## config.mk

```make
export PLATFORM = sky130hd
export DESIGN_NAME = key_press_classifier
export DESIGN_NICKNAME = d
export VERILOG_FILES = /design/src/rtl/key_press_classifier_pkg.sv /design/src/rtl/key_press_classifier_event_timer.sv /design/src/rtl/key_press_classifier.sv
export SDC_FILE = /design/constraint.sdc
export NUM_CORES = 1
export LEC_CHECK = 0
export ABC_CLOCK_PERIOD_IN_PS = 6750
export CORE_MARGIN = 1.5
export CORE_UTILIZATION = 60
export DETAILED_ROUTE_END_ITERATION = 16
export PLACE_DENSITY = 0.9
export SLEW_MARGIN = 0
export SYNTH_ARGS = -nofsm -noshare
export SYNTH_HDL_FRONTEND = slang
export SYNTH_SLANG_ARGS = --single-unit
```

## constraint.sdc

```tcl
create_clock -name clk -period 6.75 [get_ports clk]
set_clock_uncertainty 0.2 [all_clocks]
set_input_delay 1.35 -clock clk [delete_from_list [all_inputs] [get_ports clk]]
set_output_delay 1.35 -clock clk [all_outputs]
set_load 0.01 [all_outputs]
```

## src/rtl/key_press_classifier_pkg.sv

```systemverilog
// Shared state encodings and 50 MHz default timings for the push-button gesture classifier.
package key_press_classifier_pkg;

    typedef enum logic [2:0] {
        KPC_IDLE   = 3'd0,
        KPC_PRESS1 = 3'd1,
        KPC_WAIT2  = 3'd2,
        KPC_PRESS2 = 3'd3,
        KPC_HOLD   = 3'd4
    } kpc_state_e;

    localparam int unsigned KPC_LONG_CYCLES   = 50_000_000;
    localparam int unsigned KPC_DOUBLE_CYCLES = 12_500_000;
    localparam int unsigned KPC_REPEAT_CYCLES = 5_000_000;

    function automatic int unsigned kpc_max3(input int unsigned a,
                                             input int unsigned b,
                                             input int unsigned c);
        int unsigned m;
        m = (a > b) ? a : b;
        return (m > c) ? m : c;
    endfunction

endpackage

```

## src/rtl/key_press_classifier_event_timer.sv

```systemverilog
// Clearable up-counter that stops at a caller-supplied terminal value and flags when it is there.
module event_timer #(
    parameter int unsigned WIDTH = 8
) (
    input  logic             clk,
    input  logic             rst_n,
    input  logic             clear,
    input  logic [WIDTH-1:0] terminal,
    output logic             at_terminal
);

    localparam logic [WIDTH-1:0] ONE = WIDTH'(1);

    logic [WIDTH-1:0] cnt_q;
    logic [WIDTH-1:0] cnt_d;

    assign at_terminal = (cnt_q == terminal);

    // Saturating at the terminal value means the count can never wrap.
    always_comb begin
        cnt_d = cnt_q;
        if (clear) begin
            cnt_d = '0;
        end else if (!at_terminal) begin
            cnt_d = cnt_q + ONE;
        end
    end

    always_ff @(posedge clk or negedge rst_n) begin
        if (!rst_n) begin
            cnt_q <= '0;
        end else begin
            cnt_q <= cnt_d;
        end
    end

endmodule

```

## src/rtl/key_press_classifier.sv

```systemverilog
// Turns a debounced button level into one-cycle short/double/long/repeat gesture pulses.
module key_press_classifier
    import key_press_classifier_pkg::*;
#(
    parameter int unsigned LONG_CYCLES   = KPC_LONG_CYCLES,
    parameter int unsigned DOUBLE_CYCLES = KPC_DOUBLE_CYCLES,
    parameter int unsigned REPEAT_CYCLES = KPC_REPEAT_CYCLES
) (
    input  logic       clk,
    input  logic       rst_n,
    input  logic       in,
    output logic       short_press,
    output logic       double_press,
    output logic       long_press,
    output logic       repeat_press,
    output logic [2:0] state
);

    localparam int unsigned MAX_CYCLES = kpc_max3(LONG_CYCLES, DOUBLE_CYCLES, REPEAT_CYCLES);
    localparam int unsigned CNT_W      = $clog2(MAX_CYCLES);

    localparam logic [CNT_W-1:0] LONG_TERM   = CNT_W'(LONG_CYCLES - 1);
    localparam logic [CNT_W-1:0] DOUBLE_TERM = CNT_W'(DOUBLE_CYCLES - 1);
    localparam logic [CNT_W-1:0] REPEAT_TERM = CNT_W'(REPEAT_CYCLES - 1);

    kpc_state_e       state_q, state_d;
    logic             short_q, short_d;
    logic             double_q, double_d;
    logic             long_q, long_d;
    logic             repeat_q, repeat_d;
    logic [CNT_W-1:0] terminal;
    logic             at_terminal;
    logic             timer_clear;

    always_comb begin
        case (state_q)
            KPC_PRESS1: terminal = LONG_TERM;
            KPC_WAIT2:  terminal = DOUBLE_TERM;
            KPC_HOLD:   terminal = REPEAT_TERM;
            default:    terminal = '0;
        endcase
    end

    // In WAIT2 the terminal count is checked first so a press on that exact edge yields short_press.
    always_comb begin
        state_d  = state_q;
        short_d  = 1'b0;
        double_d = 1'b0;
        long_d   = 1'b0;
        repeat_d = 1'b0;
        case (state_q)
            KPC_IDLE: begin
                if (in) state_d = KPC_PRESS1;
            end
            KPC_PRESS1: begin
                if (!in) begin
                    state_d = KPC_WAIT2;
                end else if (at_terminal) begin
                    long_d  = 1'b1;
                    state_d = KPC_HOLD;
                end
            end
            KPC_WAIT2: begin
                if (at_terminal) begin
                    short_d = 1'b1;
                    state_d = KPC_IDLE;
                end else if (in) begin
                    double_d = 1'b1;
                    state_d  = KPC_PRESS2;
                end
            end
            KPC_PRESS2: begin
                if (!in) state_d = KPC_IDLE;
            end
            KPC_HOLD: begin
                if (!in) begin
                    state_d = KPC_IDLE;
                end else if (at_terminal) begin
                    repeat_d = 1'b1;
                end
            end
            default: state_d = KPC_IDLE;
        endcase
    end

    assign timer_clear = (state_d != state_q) || repeat_d;

    event_timer #(.WIDTH(CNT_W)) u_timer (
        .clk         (clk),
        .rst_n       (rst_n),
        .clear       (timer_clear),
        .terminal    (terminal),
        .at_terminal (at_terminal)
    );

    always_ff @(posedge clk or negedge rst_n) begin
        if (!rst_n) begin
            state_q  <= KPC_IDLE;
            short_q  <= 1'b0;
            double_q <= 1'b0;
            long_q   <= 1'b0;
            repeat_q <= 1'b0;
        end else begin
            state_q  <= state_d;
            short_q  <= short_d;
            double_q <= double_d;
            long_q   <= long_d;
            repeat_q <= repeat_d;
        end
    end

    assign state        = state_q;
    assign short_press  = short_q;
    assign double_press = double_q;
    assign long_press   = long_q;
    assign repeat_press = repeat_q;

endmodule

```

==> results of run 1 <==
sequential cells by signal (all words and copies together) (netlist names):
name,cells
u_timer.cnt_q,26
state,3
long_press,1
short_press,1
repeat_press,1
double_press,1
kinds of logic (layout without fill, tap and decap cells):
| group | Yosys count | in the layout | synth area share, % |
|---|---|---|---|
| AO/OA/AOI/OAI | 47 | 47 | 16.78 |
| XOR/XNOR | 22 | 22 | 9.457 |
| adder cells (fa/ha/maj) | 1 | 1 | 0.5909 |
| buffers and inverters | 25 | 25 | 6.029 |
| flip-flops | 33 | 33 | 39.01 |
| multiplexers | 1 | 1 | 0.5319 |
| AND/OR/NAND/NOR | 111 | 111 | 27.60 |
layout make-up:
type                            count  area share, %
Inverter                            7          1.182
Clock buffer                        6          1.858
Multi-Input combinational cell    182          52.37
Clock inverter                      2         0.4505
Timing Repair Buffer               10          4.392
Sequential cell                    33          37.16
Tap cell                           46          2.590
power by group:
part           total (mW)  leakage (nW)  switching (mW)  internal, mW
logic              0.0702         0.403          0.0402        0.0300
registers           0.217         0.454          0.0148         0.202
clock network       0.109        0.0320          0.0698        0.0396
total               0.397         0.889           0.125         0.272
layout by cell type (no fill, tap or decap), types with 3 or more instances in the layout:
| cell | n |
|---|---|
| nor2_1 | 35 |
| o21ai_0 | 6 |
| nand2b_1 | 5 |
| o31ai_1 | 5 |
| clkbuf_4 | 5 |
| nand3_1 | 16 |
| nor3_1 | 8 |
| dfrtp_1 | 33 |
| nand2_1 | 14 |
| and4_1 | 4 |
| o21a_1 | 3 |
| xor2_1 | 12 |
| a21oi_1 | 11 |
| xnor2_1 | 9 |
| clkdlybuf4s50_1 | 9 |
| nor2b_1 | 4 |
| or3_1 | 3 |
| inv_1 | 7 |
| and3_1 | 7 |
layer usage:
metal / routed length, µm / global-route usage (%) / share of wire, % / vias up
li1: - / - / - / 852
met1: 2045 / 34.65 / 47 / 835
met2: 2036 / 38.44 / 46 / 52
met3: 212 / 5.586 / 4.8 / 9
met4: 85 / 10.56 / 1.9 / 0
met5: 0 / 0 / 0 / -
metrics by stage:
step | std cells | hold WS, ns | total power [mW]
finish | 286 | 0.3913 | 0.3969
CTS | 286 | 0.4014 | 0.3983
global route | 286 | 0.4340 | 0.4177
global placement | 278 | 0.3531 | 0.2880
detailed placement | 278 | 0.3752 | 0.2906
floorplan | 240 | 0.3251 | 0.2740
worst paths after layout:
| path | start | end | slack, ns | depth (start not counted) |
|---|---|---|---|---|
| max in group asynchronous | rst_n | u_timer.cnt_q[3]$_DFFE_PN0P_ | 4.85 | 2 |
| min reg2reg | u_timer.cnt_q[2]$_DFFE_PN0P_ | u_timer.cnt_q[2]$_DFFE_PN0P_ | 0.39 | 2 |
| max | state[1]$_DFF_PN0_ | u_timer.cnt_q[17]$_DFFE_PN0P_ | 2.85 | 6 |
| min in group asynchronous | rst_n | double_press$_DFF_PN0_ | 1.19 | 2 |
| max reg2reg | state[1]$_DFF_PN0_ | u_timer.cnt_q[17]$_DFFE_PN0P_ | 2.85 | 6 |
| min | u_timer.cnt_q[2]$_DFFE_PN0P_ | u_timer.cnt_q[2]$_DFFE_PN0P_ | 0.39 | 2 |
worst reg2reg max path: cells and delay by family (launching register included):
| family | cells | cell delay, ns |
|---|---|---|
| flip-flops | 1 | 0.96 |
| AO/OA/AOI/OAI | 2 | 1.28 |
| multiplexers | 1 | 0.42 |
| AND/OR/NAND/NOR | 3 | 0.90 |
==> results.json, run 1 <==
{
  "antenna_cells": 0,
  "placed_area_um2": 2171,
  "antenna_found_initial": 0,
  "die_w_um": 62.40,
  "gp_congestion": 0.8994,
  "vias": 1748,
  "cts_inserted_buffers": 5,
  "syn_inst": 240,
  "yosysSeqAreaShare_pct": 39.01,
  "fin_util_pct": 66.07,
  "cp_data_arrival_time_ns": 3.89,
  "yosysMostFrequentCell": "nor2_1",
  "p_per_area_nw_per_um2": 178.6,
  "path_clk_slew_ns": 0.11,
  "maxCapViolCount": 0,
  "register_area_um2": 825.8,
  "cp_slowest_stage_delay_ns": 1.11,
  "multiInputGateArea_um2": 1164,
  "path_buf_inv": 0,
  "netlist_area_um2": 2117,
  "grt_pass1_vias": 1645,
  "start_kind": "register",
  "pre_cts_ws_ns": 2.901,
  "cts-resized-gates": 0,
  "die_y_um": 62.40,
  "die_area_um2": 3894,
  "fill_cells": 288,
  "clock_latency_ns": 0.35,
  "cpMaxStageDelayCell": "o41ai_4",
  "drive_gt1_share_pct": 7.500,
  "grtUsageTotal_pct": 25.12,
  "fp-row-count": 21,
  "start_util_pct": 62.95,
  "min_period_ns": 3.901,
  "setup_viol": 0,
  "synth-main-ff-cell": "dfrtp_1",
  "synth_edf_count": 0,
  "dr.pass1.iters": 4,
  "crit_required_ns": 6.74,
  "ir_drop_mv": 0.1353,
  "slew_violations": 0,
  "postCtsHoldBufs": 0,
  "worstSetupEndpointType": "register",
  "wl_um": 4379,
  "worstSetupPathType": "reg2reg",
  "grt_max_degree": 34,
  "clockBufferDepth": 2,
  "syn_nets": 244,
  "holdCritPathClass": "reg2reg",
  "ios": 10,
  "cts_setup_buffers": 0,
  "status": "complete, no violations",
  "synth_cell_types": 54,
  "rsz0062_at_grt": "false",
  "async_flop_share_pct": 100.0,
  "hpwlAfterDp_um": 2970,
  "cts.htree.levels": 2,
  "grt_remaining_overflow": 0,
  "routed_via_density": 6.112,
  "synthTopCellsByArea": "dfrtp_1, nor2_1, xor2_1, nand3_1, xnor2_1",
  "max_freq_ghz": 0.2564,
  "antenna_left": 0,
  "clkSinkCount": 33,
  "synth_top_cell_by_area": "dfrtp_1",
  "wl_per_cell_um": 15.31,
  "slew_headroom_pct": 22.14,
  "design_area_um2": 2222,
  "syn_avg_cell_area_um2": 8.821,
  "area_growth_pct": 4.965,
  "clockRootBuffer": "clkbuf_4",
  "first_iter_violations": 184,
  "core_area_um2": 3363,
  "cts_tree": "yes",
  "cp_max_fo": 29,
  "worst_pin_slew_ns": 1.164,
  "synth-seq-cells": 33,
  "layout_worst_path_cycle_share_pct": 57.79,
  "setup_ws_ns": 2.849,
  "leakage_nw": 0.8886,
  "fin_setup_tns_ns": 0,
  "nets": 243,
  "synth-warning-count": 0,
  "yosys.area.top_type_share_pct": 39.01,
  "io_buffers": 9,
  "grt_first_pass_wirelength_um": 7707,
  "drcViolationCount": 0,
  "hold_violations": 0,
  "worstPathCellList": "mux2_2 -> nor4_1 -> o311ai_0 -> or3_1 -> o41ai_4 -> nor2_1",
  "path_delay_family": "compound AO/OA/AOI/OAI gates",
  "yosys-top-cells-count": "nor2_1, dfrtp_1, nand3_1, nand2_1, xor2_1"
}
Note: power is estimated with default switching activity, not from simulation.
==> run 2, diff against run 1 <==
--- a/config.mk
+++ b/config.mk
@@ -5,11 +5,11 @@
 export SDC_FILE = /design/constraint.sdc
 export NUM_CORES = 1
 export LEC_CHECK = 0
-export ABC_CLOCK_PERIOD_IN_PS = 6750
+export ABC_CLOCK_PERIOD_IN_PS = 3210
 export CORE_MARGIN = 1.5
-export CORE_UTILIZATION = 60
+export CORE_UTILIZATION = 54
 export DETAILED_ROUTE_END_ITERATION = 16
-export PLACE_DENSITY = 0.9
+export PLACE_DENSITY = 0.86
 export SLEW_MARGIN = 0
 export SYNTH_ARGS = -nofsm -noshare
 export SYNTH_HDL_FRONTEND = slang
==> constraint.sdc (replaced) <==
create_clock -name clk -period 3.21 [get_ports clk]
set_clock_uncertainty 0.2 [all_clocks]
set_input_delay 0.642 -clock clk [delete_from_list [all_inputs] [get_ports clk]]
set_output_delay 0.642 -clock clk [all_outputs]
set_load 0.01 [all_outputs]
==> run 2 against run 1 <==
Effect of this change: via count grew 3.8%; final cell count is 2.8% higher; sequential power up 110%; critical endpoint is now u_timer.cnt_q[2]$_DFFE_PN0P_.
==> results.json, run 2 (synthesis results as in run 1) <==
{
  "drive_gt1_share_pct": 11.38,
  "p_per_area_nw_per_um2": 459.8,
  "final_common_cell": "nor2_1",
  "antenna_cells": 0,
  "routed_via_density": 6.173,
  "fin_setup_tns_ns": 0,
  "fp-row-count": 22,
  "setup_viol": 0,
  "grtUsageTotal_pct": 24.51,
  "ir_drop_mv": 0.2441,
  "max_freq_ghz": 0.3413,
  "nets": 249,
  "slew_violations": 0,
  "rsz0062_at_grt": "false",
  "leakage_nw": 0.9540,
  "hold_violations": 0,
  "wl_per_cell_um": 15.97,
  "dr.pass1.iters": 6,
  "mostFrequentLayoutCells": "nor2_1, dfrtp_1, nand3_1, nand2_1, xor2_1",
  "design_area_um2": 2359,
  "cts_tree": "yes",
  "worstSetupEndpointType": "register",
  "holdCritPathClass": "reg2reg",
  "clockRootBuffer": "clkbuf_8",
  "clockBufferDepth": 2,
  "cp_slowest_stage_delay_ns": 0.57,
  "maxCapViolCount": 0,
  "cp_num_cells": 6,
  "wl_um": 4695,
  "worstRegToRegCells": 6,
  "min_delay_path_depth": 2,
  "path_clk_slew_ns": 0.07,
  "ios": 10,
  "status": "complete, no violations",
  "cts_inserted_buffers": 5,
  "worstSetupPathType": "reg2reg",
  "layout_worst_path_cycle_share_pct": 91.27,
  "die_w_um": 65.62,
  "die_area_um2": 4305,
  "regMostFlops": "u_timer.cnt_q",
  "worst_pin_slew_ns": 0.5241,
  "placed_area_um2": 2218,
  "clkSinkCount": 33,
  "antenna_found_initial": 0,
  "hpwlAfterDp_um": 3249,
  "crit_required_ns": 3.20,
  "largest_reg_flops": 26,
  "clock_latency_ns": 0.29,
  "grt_first_pass_wirelength_um": 8010,
  "slew_headroom_pct": 65.06,
  "worstPathCellList": "and4bb_2 -> nand3_1 -> a222oi_1 -> or4b_4 -> or3_1 -> a221oi_2",
  "antenna_left": 0,
  "min_period_ns": 2.930,
  "cpMaxStageDelayCell": "or4b_4",
  "path_buf_inv": 0,
  "first_iter_violations": 197,
  "path_delay_family": "simple AND/OR/NAND/NOR gates",
  "vias": 1815,
  "die_y_um": 65.62,
  "gp_congestion": 0.9790,
  "grt_pass1_vias": 1677,
  "postCtsHoldBufs": 0,
  "fin_cells": 294,
  "area_growth_pct": 11.41,
  "cts.htree.levels": 2,
  "cp_max_fo": 15,
  "grt_remaining_overflow": 0,
  "dp.cells": 286,
  "cp_data_arrival_time_ns": 2.92,
  "power_mw": 1.084,
  "grt_max_degree": 34,
  "io_buffers": 9,
  "fin_util_pct": 63.47,
  "start_util_pct": 56.97,
  "core_area_um2": 3716,
  "start_kind": "register",
  "drcViolationCount": 0
}
run 2: cell count changes in the layout (fill, tap and decap cells not counted), sizes merged:
cell | before | now
clkinv | 2 | 1
bufinv | 0 | 2
clkbuf | 6 | 5
buf | 1 | 7
run 2: worst paths after layout:
kind / from / end / slack, ns
worst max-delay path: state[2]$_DFF_PN0_ / u_timer.cnt_q[2]$_DFFE_PN0P_ / 0.28
worst min-delay path: u_timer.cnt_q[24]$_DFFE_PN0P_ / u_timer.cnt_q[24]$_DFFE_PN0P_ / 0.38
worst max register to register: state[2]$_DFF_PN0_ / u_timer.cnt_q[2]$_DFFE_PN0P_ / 0.28
worst min register to register: u_timer.cnt_q[24]$_DFFE_PN0P_ / u_timer.cnt_q[24]$_DFFE_PN0P_ / 0.38
max in group asynchronous: rst_n / state[0]$_DFF_PN0_ / 1.93
min in group asynchronous: rst_n / short_press$_DFF_PN0_ / 0.55
run 2: stage by stage:
| step | setup WS [ns] | hold WS, ns |
|---|---|---|
| finish | 0.2802 | 0.3813 |
| detailed placement | 0.1605 | 0.3579 |
| floorplan | 0.4874 | 0.1464 |
| global placement | 0.2845 | 0.3497 |
| global route | 0.09069 | 0.4041 |
| CTS | 0.05121 | 0.3796 |
run 2: timing repair:
item / 4_1_cts / 5_1_grt
buffers inserted: 0 / 0
setup endpoints to repair: 0 / 29
resized for setup: 0 / 3
run 2: report_power, final:
| part | internal, mW | switching [mW] |
|---|---|---|
| Combinational | 0.0729 | 0.103 |
| Clock | 0.308 | 0.154 |
| Sequential | 0.427 | 0.0190 |
| Total | 0.808 | 0.276 |
run 2: metal layers:
layer | vias up | wire, µm | track usage (%)
met5 | - | 0 | 0
met4 | 0 | 93 | 10.42
met3 | 13 | 297 | 4.623
met2 | 67 | 2186 | 36.22
met1 | 876 | 2117 | 35.01
li1 | 859 | - | -
run 2: cell type report:
cell class	count	area, µm²
Clock inverter	3	65.06
Timing Repair Buffer	16	142.6
Clock buffer	5	68.82
Multi-Input combinational cell	182	1167
Inverter	7	26.28
Fill cell	307	1358
Tap cell	48	60.06
Sequential cell	33	828.3
run 2: tightest hold or removal path, cell delays in order (launching register included):
cell and delay, ns:
dfrtp_1 0.38, xor2_1 0.08, nor2_1 0.08
